**src/rtl/imm_ext_pkg.sv**
```systemverilog
// Shared types for the immediate-extension pipeline: extension modes and skid-buffer states.
// No logic; latency and backpressure are defined by the users of these types.
package imm_ext_pkg;

  localparam int MODE_W = 2;

  typedef enum logic [MODE_W-1:0] {
    MODE_ZERO      = 2'd0,
    MODE_SIGN      = 2'd1,
    MODE_SIGN_SHL2 = 2'd2,
    MODE_UPPER     = 2'd3
  } imm_mode_e;

  typedef enum logic [1:0] {
    ST_EMPTY = 2'd0,
    ST_ONE   = 2'd1,
    ST_TWO   = 2'd2
  } buf_state_e;

endpackage

```
**src/rtl/imm_ext_core.sv**
```systemverilog
// Combinational immediate extender: zero, sign, sign<<2 or upper placement of an IN_W field.
// Zero latency, no handshake; the caller registers and flow-controls the result.
module imm_ext_core
  import imm_ext_pkg::*;
#(
  parameter int IN_W  = 16,
  parameter int OUT_W = 32
) (
  input  imm_mode_e        mode,
  input  logic [IN_W-1:0]  imm,
  output logic [OUT_W-1:0] ext
);

  logic [OUT_W-1:0] zext;
  logic [OUT_W-1:0] sext;
  logic [OUT_W-1:0] upper;

  // A full-width field has nothing to pad, so every placement is the field itself.
  generate
    if (IN_W == OUT_W) begin : g_full
      assign zext  = imm;
      assign sext  = imm;
      assign upper = imm;
    end else begin : g_pad
      assign zext  = {{(OUT_W-IN_W){1'b0}}, imm};
      assign sext  = {{(OUT_W-IN_W){imm[IN_W-1]}}, imm};
      assign upper = {imm, {(OUT_W-IN_W){1'b0}}};
    end
  endgenerate

  always_comb begin
    ext = zext;
    case (mode)
      MODE_ZERO:      ext = zext;
      MODE_SIGN:      ext = sext;
      MODE_SIGN_SHL2: ext = sext << 2;
      MODE_UPPER:     ext = upper;
      default:        ext = zext;
    endcase
  end

endmodule

```
**src/rtl/imm_ext_pipe.sv**
```systemverilog
// Registered immediate extender with valid/ready on both sides; 1-cycle latency when empty.
// Two-entry skid (main + skid regs); in_ready is registered and drops only when both are full.
module imm_ext_pipe
  import imm_ext_pkg::*;
#(
  parameter int IN_W  = 16,
  parameter int OUT_W = 32,
  parameter int TAG_W = 5
) (
  input  logic             clk,
  input  logic             rst_n,
  input  logic             in_valid,
  output logic             in_ready,
  input  logic [IN_W-1:0]  in_imm,
  input  logic [1:0]       in_mode,
  input  logic [TAG_W-1:0] in_tag,
  output logic             out_valid,
  input  logic             out_ready,
  output logic [OUT_W-1:0] out_data,
  output logic [TAG_W-1:0] out_tag
);

  logic [OUT_W-1:0] ext_dat;
  logic             in_xfer;
  logic             out_xfer;

  buf_state_e       state_q,    state_d;
  logic             in_ready_q, in_ready_d;
  logic [OUT_W-1:0] main_dat_q, main_dat_d;
  logic [TAG_W-1:0] main_tag_q, main_tag_d;
  logic [OUT_W-1:0] skid_dat_q, skid_dat_d;
  logic [TAG_W-1:0] skid_tag_q, skid_tag_d;

  imm_ext_core #(
    .IN_W  (IN_W),
    .OUT_W (OUT_W)
  ) u_core (
    .mode (imm_mode_e'(in_mode)),
    .imm  (in_imm),
    .ext  (ext_dat)
  );

  assign in_xfer  = in_valid && in_ready_q;
  assign out_xfer = out_valid && out_ready;

  always_comb begin
    state_d    = state_q;
    main_dat_d = main_dat_q;
    main_tag_d = main_tag_q;
    skid_dat_d = skid_dat_q;
    skid_tag_d = skid_tag_q;
    case (state_q)
      ST_EMPTY: begin
        if (in_xfer) begin
          main_dat_d = ext_dat;
          main_tag_d = in_tag;
          state_d    = ST_ONE;
        end
      end
      ST_ONE: begin
        if (in_xfer && out_xfer) begin
          main_dat_d = ext_dat;
          main_tag_d = in_tag;
        end else if (in_xfer) begin
          skid_dat_d = ext_dat;
          skid_tag_d = in_tag;
          state_d    = ST_TWO;
        end else if (out_xfer) begin
          state_d    = ST_EMPTY;
        end
      end
      ST_TWO: begin
        if (out_xfer) begin
          main_dat_d = skid_dat_q;
          main_tag_d = skid_tag_q;
          state_d    = ST_ONE;
        end
      end
      default: state_d = ST_EMPTY;
    endcase
    // Registered ready: looks at the next state, never at out_ready this cycle.
    in_ready_d = (state_d != ST_TWO);
  end

  always_ff @(posedge clk or negedge rst_n) begin
    if (!rst_n) begin
      state_q    <= ST_EMPTY;
      in_ready_q <= 1'b1;
      main_dat_q <= '0;
      main_tag_q <= '0;
      skid_dat_q <= '0;
      skid_tag_q <= '0;
    end else begin
      state_q    <= state_d;
      in_ready_q <= in_ready_d;
      main_dat_q <= main_dat_d;
      main_tag_q <= main_tag_d;
      skid_dat_q <= skid_dat_d;
      skid_tag_q <= skid_tag_d;
    end
  end

  assign in_ready  = in_ready_q;
  assign out_valid = (state_q != ST_EMPTY);
  assign out_data  = main_dat_q;
  assign out_tag   = main_tag_q;

endmodule

```
**config.mk**
```make
export PLATFORM = sky130hd
export DESIGN_NAME = imm_ext_pipe
export DESIGN_NICKNAME = d
export VERILOG_FILES = /design/src/rtl/imm_ext_pkg.sv /design/src/rtl/imm_ext_core.sv /design/src/rtl/imm_ext_pipe.sv
export SDC_FILE = /design/constraint.sdc
export NUM_CORES = 1
export LEC_CHECK = 0
export ABC_AREA = 1
export BUFFER_PORTS_ARGS = -buffer_cell sky130_fd_sc_hd__buf_2
export CORE_MARGIN = 5
export CORE_UTILIZATION = 55
export CTS_CLUSTER_DIAMETER = 30
export DETAILED_ROUTE_END_ITERATION = 8
export PLACE_DENSITY = 0.84
export SLEW_MARGIN = 5
export SYNTH_ARGS = -nofsm -noshare
export SYNTH_HDL_FRONTEND = slang
export SYNTH_SLANG_ARGS = --single-unit
```
**constraint.sdc**
```tcl
create_clock -name clk -period 1.7 [get_ports clk]
set_input_delay 0.085 -clock clk [delete_from_list [all_inputs] [get_ports clk]]
set_output_delay 0.085 -clock clk [all_outputs]
set_load 0.02 [all_outputs]
```
==> qor.txt <==
Status: complete, no violations
DR WL/cell: 13.7 µm
Power Dens Cells: 1660 nW/µm²
Gates resized, CTS repair: 0
Max-slew headroom: 0.717
Syn. warnings: 0
VDD IR-drop max: 0.000992 V
Post-DP HPWL: 6530 µm
Post-route ant nets: 0
Max Cap Viol: 0
Max Clock Skew: 0.00636 ns
Worst Max-Slew Pin Slew: 0.425 ns
Antenna violations before repair: 0
Via count: 3,706
Max Clk Rate: 0.703 GHz
Final setup vio count: 0
Inst Count DP: 680
Port Buf Inserts: 65
FP Rows: 31
Count of different cell masters after synthesis: 19
Area contributors post-synth: dfrtp_1 (48%), nand2_1 (27%), nand3_1 (5.8%)
Hold slack: 0.0314 ns
Root Driver: clkbuf_8
Crit. End Element: register
Iter 0 DRT Violations: 215
Io pins: 66
Setup Crit Path Kind: reg2reg
Die Ht: 95.0 µm
Minimum clock period: 1.42 ns
CTS Buf Count: 9
Fin crit share: 0.837
Hold Startpoint: in_tag[0]
Pins Over Slew Limit: 0
Mean Syn Cell Area: 7.36 µm²
Clock Path Buffers: 2
Worst Setup Start Kind: register
Vias in the first global route: 3,482
Share of layout cells above drive strength 1: 0.173
Unrepaired setup endpoints after global routing: false
Remaining DRCs: 0
Die area: 9020 µm²
Vias per inst: 5.29
Worst setup startpoint: state_q[0]
Placer Congestion: 0.898
R2R Path Start: state_q[0]
Largest net degree at the start of global routing: 58
Post-synth top area share: 0.479
Fill count: 667
Grt ovf: 0
Synth Net Count: 567
Post-synthesis sequential area ratio: 0.485
Power Total: 7.46 mW
Cell Area, Synth: 3970 µm²
Die Width: 95.0 µm
Critical Path AT: 1.71 ns
First-pass iteration count of the detailed router: 5
Reg-to-reg slack, setup: 0.28 ns
Core area: 7140 µm²
Fin util: 0.631
Total Routing Usage GR: 0.232
Yosys reg bits: 77
First-pass GRT wire length: 16,400 µm
N_diodes: 0
Clk pin slew, worst setup/hold paths: 0.07 ns
Worst-path maximum fanout: 57
Final WL: 9560 µm
Post-Route Setup TNS: 0 ns
HP Class: in2reg
WP data required: 1.98 ns
Final hold vios: 0
Clk sink count: 77
Cell count after synthesis: 540
Total Nets Final: 624
Clk_lat worst skew: 0.35 ns
CTS tree: yes
Leak: 2.66 nW
Area grow syn2layout: 13.4%
Leading area contributor after synthesis: dfrtp_1
H-tree Lvls: 3
Initial core utilization: 0.557
Final cell count without fillers: 700
layout by cell type (no fill, tap or decap), drive strengths merged:
| cell | count |
|---|---|
| dfstp | 1 |
| inv | 20 |
| dlygate4sd3 | 5 |
| a21oi | 1 |
| nor3 | 1 |
| bufinv | 1 |
| nor2 | 36 |
| nand2 | 291 |
| clkbuf | 9 |
| clkinv | 5 |
| o21ai | 17 |
| nand3 | 48 |
| nand4 | 15 |
| buf | 75 |
| dfrtp | 76 |
area by class of cell:
type	count	area [µm²]	area share
Multi-Input combinational cell	409	1710	0.379
Inverter	20	77.6	0.0172
Sequential cell	77	1930	0.428
Clock inverter	6	55.1	0.0122
Timing Repair Buffer	80	490	0.109
Tap cell	99	124	0.0275
Clock buffer	9	124	0.0275
what timing repair did:
action | 4_1_cts | 5_1_grt
hold buffers | 5 | 0
endpoints found under the hold margin | 33 | 0
setup buffers | 0 | 0
final timing paths:
kind / cells past startpoint / end
min in group asynchronous: 2 / out_data[23]
min: 3 / skid_tag_q[0]
max reg2reg: 8 / out_tag[1]
max: 8 / out_tag[1]
max in group asynchronous: 3 / skid_dat_q[23]
min reg2reg: 2 / out_data[21]
where the power goes:
part	internal [mW]	switching, mW	leakage (nW)
Sequential	2.64	0.418	0.979
Combinational	1.02	2.08	1.58
Clock	0.657	0.644	0.0984
cells in the mapped netlist:
cell / n
a21oi_1: 1
o21ai_1: 4
nor3_4: 1
nand2_4: 1
nand3_4: 2
nand4_1: 15
buf_4: 9
nand2_2: 2
nand3_1: 46
inv_2: 6
nor2_1: 36
inv_1: 13
nand2_1: 288
dfrtp_1: 76
buf_6: 11
inv_4: 1
dfstp_2: 1
buf_2: 14
o21ai_0: 13
cell families (layout without fill, tap and decap cells):
kind of cell / after synthesis / count (layout) / share of synthesized area
buffers and inverters: 54 / 115 / 0.0854
flip-flops: 77 / 77 / 0.485
AND/OR/NAND/NOR: 391 / 391 / 0.407
AO/OA/AOI/OAI: 18 / 18 / 0.0227
state kept, by name, indices dropped and copies added, names as in the netlist:
name	flops
out_tag	5
state_q	2
out_data	32
in_ready	1
skid_tag_q	5
skid_dat_q	32
routing by layer:
| layer | GRT usage | routed length, µm | up-vias |
|---|---|---|---|
| met5 | 0 | 0 | - |
| met2 | 0.361 | 4540 | 141 |
| met1 | 0.306 | 4130 | 1751 |
| met3 | 0.0542 | 638 | 25 |
| met4 | 0.109 | 247 | 0 |
| li1 | - | - | 1789 |
critical path, cell delays in order, from the launching register on:
cell and delay [ns]:
dfrtp_1 0.40, inv_2 0.10, nand2_2 0.08, buf_12 0.19, inv_2 0.27, nand2_1 0.08
o21ai_0 0.08, nand2_1 0.07, nand2_1 0.07
stage by stage:
stage,cell area [µm²],setup WS (ns)
after global routing,4500,0.144
after CTS,4500,0.261
after detailed placement,4280,0.281
after global placement,4280,0.320
after floorplan,3970,0.407
final,4500,0.278
Note: power is estimated with default switching activity, not from simulation.
